--- config.mk ---
export PLATFORM = sky130hd
export DESIGN_NAME = counter_sequencer
export DESIGN_NICKNAME = d
export VERILOG_FILES = /design/src/rtl/counter_sequencer.sv
export SDC_FILE = /design/constraint.sdc
export NUM_CORES = 1
export LEC_CHECK = 0
export CORE_ASPECT_RATIO = 1.4
export CORE_MARGIN = 4
export CORE_UTILIZATION = 25
export CTS_BUF_LIST = sky130_fd_sc_hd__clkbuf_2 sky130_fd_sc_hd__clkbuf_4 sky130_fd_sc_hd__clkbuf_8
export DETAILED_ROUTE_END_ITERATION = 8
export GPL_TIMING_DRIVEN = 0
export SKIP_LAST_GASP = 1
export SYNTH_ARGS = -nofsm -noshare
export SYNTH_HDL_FRONTEND = slang
export SYNTH_SLANG_ARGS = --single-unit
--- constraint.sdc ---
create_clock -name clk -period 2.9 [get_ports clk]
set_input_delay 0.29 -clock clk [delete_from_list [all_inputs] [get_ports clk]]
set_output_delay 0.29 -clock clk [all_outputs]
set_load 0.02 [all_outputs]
--- src/rtl/counter_sequencer.sv ---
`default_nettype none
// ============================================================================
// Module      : counter_sequencer
// Description : Run controller for the 8-bit display counter. A rate divider
//               produces one-cycle advance events; a four-state
//               IDLE/RUN/PAUSE/HALT FSM decides when the count advances and
//               what happens at terminal count (wrap to 0 or halt at 255).
//               The 8-bit count register supports parallel load.
// Ports       : clk      - single clock, rising-edge
//               reset    - asynchronous active-high reset
//               start    - run / resume request (level, re-sampled each edge)
//               stop     - pause / stop request (beats start)
//               rate     - tick period select (00:1, 01:B, 10:2B, 11:4B)
//               load     - parallel load request (highest priority)
//               load_val - value loaded into count
//               wrap     - 1: wrap 255->0, 0: halt at 255
//               count    - registered count (low nibble HEX0, high HEX1)
//               tick     - high for the cycle after an edge that advanced count
//               busy     - state is RUN
//               done     - state is HALT
// Revision    : 1.0 - initial release
// ============================================================================
module counter_sequencer #(
    parameter int BASE_DIV = 50_000_000,
    parameter int DIV_W    = $clog2(4 * BASE_DIV)
) (
    input  logic       clk,
    input  logic       reset,
    input  logic       start,
    input  logic       stop,
    input  logic [1:0] rate,
    input  logic       load,
    input  logic [7:0] load_val,
    input  logic       wrap,
    output logic [7:0] count,
    output logic       tick,
    output logic       busy,
    output logic       done
);

    // ------------------------------------------------------------------------
    // State encoding
    // ------------------------------------------------------------------------
    localparam logic [1:0] c_ST_IDLE  = 2'd0;
    localparam logic [1:0] c_ST_RUN   = 2'd1;
    localparam logic [1:0] c_ST_PAUSE = 2'd2;
    localparam logic [1:0] c_ST_HALT  = 2'd3;

    // Terminal divider values (L-1) for each rate setting
    localparam logic [DIV_W-1:0] c_LIM_M1_0 = '0;
    localparam logic [DIV_W-1:0] c_LIM_M1_1 = DIV_W'(BASE_DIV - 1);
    localparam logic [DIV_W-1:0] c_LIM_M1_2 = DIV_W'(2 * BASE_DIV - 1);
    localparam logic [DIV_W-1:0] c_LIM_M1_3 = DIV_W'(4 * BASE_DIV - 1);
    localparam logic [DIV_W-1:0] c_DIV_ONE  = DIV_W'(1);

    localparam logic [7:0] c_CNT_MAX = 8'hFF;

    // ------------------------------------------------------------------------
    // Registers
    // ------------------------------------------------------------------------
    logic [1:0]       r_state;
    logic [DIV_W-1:0] r_div;
    logic [7:0]       r_count;
    logic             r_tick;
    logic [1:0]       r_rate_q;

    // ------------------------------------------------------------------------
    // Combinational next values
    // ------------------------------------------------------------------------
    logic [1:0]       w_state_nxt;
    logic [DIV_W-1:0] w_div_nxt;
    logic [7:0]       w_count_nxt;
    logic             w_tick_nxt;
    logic [DIV_W-1:0] w_lim_m1;
    logic             w_rate_chg;

    // Divider terminal value for the currently selected rate
    always_comb begin
        w_lim_m1 = c_LIM_M1_0;
        case (rate)
            2'b00:   w_lim_m1 = c_LIM_M1_0;
            2'b01:   w_lim_m1 = c_LIM_M1_1;
            2'b10:   w_lim_m1 = c_LIM_M1_2;
            default: w_lim_m1 = c_LIM_M1_3;
        endcase
    end

    assign w_rate_chg = (rate != r_rate_q);

    // ------------------------------------------------------------------------
    // Process 1: state register
    // ------------------------------------------------------------------------
    always_ff @(posedge clk or posedge reset) begin
        if (reset) begin
            r_state <= c_ST_IDLE;
        end else begin
            r_state <= w_state_nxt;
        end
    end

    // Datapath registers that travel with the state
    always_ff @(posedge clk or posedge reset) begin
        if (reset) begin
            r_div    <= '0;
            r_count  <= 8'd0;
            r_tick   <= 1'b0;
            r_rate_q <= 2'b00;
        end else begin
            r_div    <= w_div_nxt;
            r_count  <= w_count_nxt;
            r_tick   <= w_tick_nxt;
            r_rate_q <= rate;
        end
    end

    // ------------------------------------------------------------------------
    // Process 2: next-state / next-datapath logic
    // Priority at each edge: load, then stop, then start.
    // ------------------------------------------------------------------------
    always_comb begin
        w_state_nxt = r_state;
        w_div_nxt   = r_div;
        w_count_nxt = r_count;
        w_tick_nxt  = 1'b0;

        if (load) begin
            w_count_nxt = load_val;
            w_div_nxt   = '0;
            w_state_nxt = c_ST_IDLE;
        end else if (stop) begin
            case (r_state)
                // Pausing freezes the divider so resume continues the period
                c_ST_RUN:   w_state_nxt = c_ST_PAUSE;
                c_ST_PAUSE: begin
                    w_state_nxt = c_ST_IDLE;
                    w_div_nxt   = '0;
                end
                c_ST_HALT:  w_state_nxt = c_ST_IDLE;
                default:    w_state_nxt = r_state;
            endcase
        end else if (start && (r_state != c_ST_RUN)) begin
            case (r_state)
                c_ST_IDLE: begin
                    w_state_nxt = c_ST_RUN;
                    w_div_nxt   = '0;
                end
                // Resume: divider keeps its held value, no period restart
                c_ST_PAUSE: w_state_nxt = c_ST_RUN;
                c_ST_HALT: begin
                    w_state_nxt = c_ST_RUN;
                    w_count_nxt = 8'd0;
                    w_div_nxt   = '0;
                end
                default:    w_state_nxt = r_state;
            endcase
        end else if (r_state == c_ST_RUN) begin
            // A rate change restarts the period, so no terminal event this edge
            if (w_rate_chg) begin
                w_div_nxt = '0;
            end else if (r_div == w_lim_m1) begin
                w_div_nxt = '0;
                if (r_count != c_CNT_MAX) begin
                    w_count_nxt = r_count + 8'd1;
                    w_tick_nxt  = 1'b1;
                end else if (wrap) begin
                    w_count_nxt = 8'd0;
                    w_tick_nxt  = 1'b1;
                end else begin
                    w_state_nxt = c_ST_HALT;
                end
            end else begin
                w_div_nxt = r_div + c_DIV_ONE;
            end
        end

        // Rate change clears the divider in every state
        if (w_rate_chg) begin
            w_div_nxt = '0;
        end
    end

    // ------------------------------------------------------------------------
    // Process 3: output decode
    // ------------------------------------------------------------------------
    always_comb begin
        busy  = (r_state == c_ST_RUN);
        done  = (r_state == c_ST_HALT);
        tick  = r_tick;
        count = r_count;
    end

endmodule
`default_nettype wire

==> reports/results.ini <==
[setup_path]
end_kind=register
required_ns=3.09
worstPathArrival_ns=2.92
crit_fanout=10
slowest_stage=clkdlybuf4s50_1
rrSetupSlack_ns=0.29
cp-start-kind=primary input
path_class=in -> reg
cpPeakStageDelay_ns=0.64
cp_cell_sequence=clkdlybuf4s50_1 -> inv_1 -> ha_2 -> or3_1 -> a22o_1 -> nor2_2 -> nand4_4 -> clkbuf_4 -> a22oi_1 -> o21ai_1

[run_status]
status=finished, final reports clean

[synth]
synth_common_cells=nand2_1 (42), dfrtp_1 (41), nor2_1 (38), nand3_1 (19), a21oi_1 (15)
synth_seq_cells=41
synth-main-ff-cell=dfrtp_1
synth_edf_count=0
syn_inst=340
synth_top_area_share=0.3595
yosysMostFrequentCell=nand2_1
synth_area_leaders=dfrtp_1 (36%), nand2_1 (5.5%), nor2_1 (5.0%)
ys_warn_count=0
avgSynthCellArea_um2=8.394
syn_nets=366
yosysTopAreaCell=dfrtp_1
ys_seq_area_frac=0.3595
synth_cell_types=61
syn-cell-area_mm2=0.002854
synthArstFlopShare=1.000

[clock_network]
cts.clk_slew.worst_paths_ns=0.08
numCtsBuffers=5
clk_latency_ns=0.30
cts_tree=done
cts_buffer_depth=2
cts.hold.buffers_added=0
clock-sinks=41
cts_root_buf=clkbuf_8
htree_num_levels=2

[drt]
drtAntennaViolNets=0
wl_per_cell_um=14.69
wl_um=7623
vias_per_cell=5.331
drc=0
drtIter0Drc=226
vias=2767
firstDrtPassIters=5

[layout]
diodes=0
final_util=0.3183
final_cell_count_no_fill=519
layout-drive-gt1-share=0.1111
areaGrowthSynthToFinish_pct=23.06
nNetsFinal=404

[floorplan]
die_w_um=98.30
die_h_um=134.4
die-area_mm2=0.01321
initial_core_util=0.2586
rows=45
io_pins=27
core_area_mm2=0.01104

[place]
dp_hpwl_um=5640
place.gp.congestion=0.8438
numPlacedInstances=508
io_buffers=26

[flow_run]
drv_cap=0

[timing]
max_freq_ghz=0.3662
setup_viol_count_final=0
hold_violations=0
slew_headroom=0.6021
fin_crit_ns=2.731
worstMarginPinSlew_ns=0.5968
skew_ns=0.007035
rsz0062_at_grt=no
period_share=0.9418
slew_viol_final=0

[global_routing]
overflow=0
grt_pass1_wl_um=13010
grt_use_total=0.1183
grt_max_degree=42
grt_pass1_vias=2706
antenna_found_initial=0

[pwr]
total_power_mw=1.442
powerDensity_mw_per_mm2=410.5
vdd.ir_drop.worst_uv=166.2
cellLeakagePower_nw=1.328

[hold_path]
hold_path_class=in -> reg

-- stage by stage --
stage,hold slack (ns),TNS (ns),instance area (um2),setup WS (ns)
floorplan,0.3214,0,2854,0.3032
global placement,0.5328,-16.78,3291,-0.6554
detailed placement,0.5490,-17.69,3311,-0.6798
CTS,0.3386,0,3477,0.006384
global route,0.2271,0,3512,0.04071
finish,0.2255,0,3512,0.1689
-- report_power, final --
group / switching, mW / internal, mW
Sequential: 0.0408 / 0.599
Clock: 0.216 / 0.251
Combinational: 0.192 / 0.144
Total: 0.448 / 0.993
-- cells by family (layout without fill, tap and decap cells) --
family                   Yosys count  in the layout  synth area share
adder cells (fa/ha/maj)           10             10           0.04384
multiplexers                       2              2          0.007453
XOR/XNOR                          21             21           0.06444
AND/OR/NAND/NOR                  179            179            0.3270
buffers and inverters             21             59           0.03025
AO/OA/AOI/OAI                     66             66            0.1675
flip-flops                        41             41            0.3595
-- sequential cells by signal (all words and copies together), names as in the netlist --
| name | flops |
|---|---|
| count | 8 |
| r_div | 28 |
| r_rate_q | 2 |
| r_state | 2 |
| tick | 1 |
-- metal layers --
layer	track usage	share of wire	vias to the layer above
met5	0	0	-
met1	0.1371	0.41	1337
li1	-	-	1312
met4	0.04404	0.027	0
met3	0.02445	0.046	27
met2	0.2126	0.52	91
-- path summary, 6_finish.rpt --
kind                             from          end  depth (start not counted)
max in group asynchronous       reset    r_div[27]                          3
max                           rate[1]     r_div[8]                         10
min in group asynchronous       reset    r_div[22]                          3
max reg2reg                r_state[0]     r_div[6]                          8
min reg2reg                 r_div[11]    r_div[11]                          2
min                           rate[0]  r_rate_q[0]                          1
-- critical path, delay by kind of cell --
| kind | cells | cell delay [ns] |
|---|---|---|
| AOI/OAI and AO/OA | 3 | 0.58 |
| adders and majority gates | 1 | 0.27 |
| buffers and inverters | 3 | 1.03 |
| and+or+nand+nor | 3 | 0.75 |
-- what timing repair did --
| item | CTS | global route |
|---|---|---|
| gates resized for setup | 8 | 9 |
| pin swaps | 2 | 1 |
| hold endpoints to repair | 0 | 0 |
| setup endpoints to repair | 30 | 28 |
| setup buffers | 4 | 0 |
-- final cells by class --
class	count	area (um2)
Timing Repair Buffer	31	312.8
Tap cell	141	176.4
Fill cell	1184	7523
Clock inverter	2	35.03
Clock buffer	5	68.82
Inverter	7	26.28
Buffer	14	70.07
Sequential cell	41	1026
Multi-Input combinational cell	278	1797
-- cell usage in the layout (no fill, tap or decap), drive strengths merged, types with 10 or more instances in the layout --
master,instances
nor2,43
nand2,42
dfrtp,41
clkdlybuf4s50,25
nand3,20
a21oi,17
nand4,14
nor3,14
clkbuf,13
xnor2,11
buf,11
xor2,10
ha,10
Note: power is estimated with default switching activity, not from simulation.
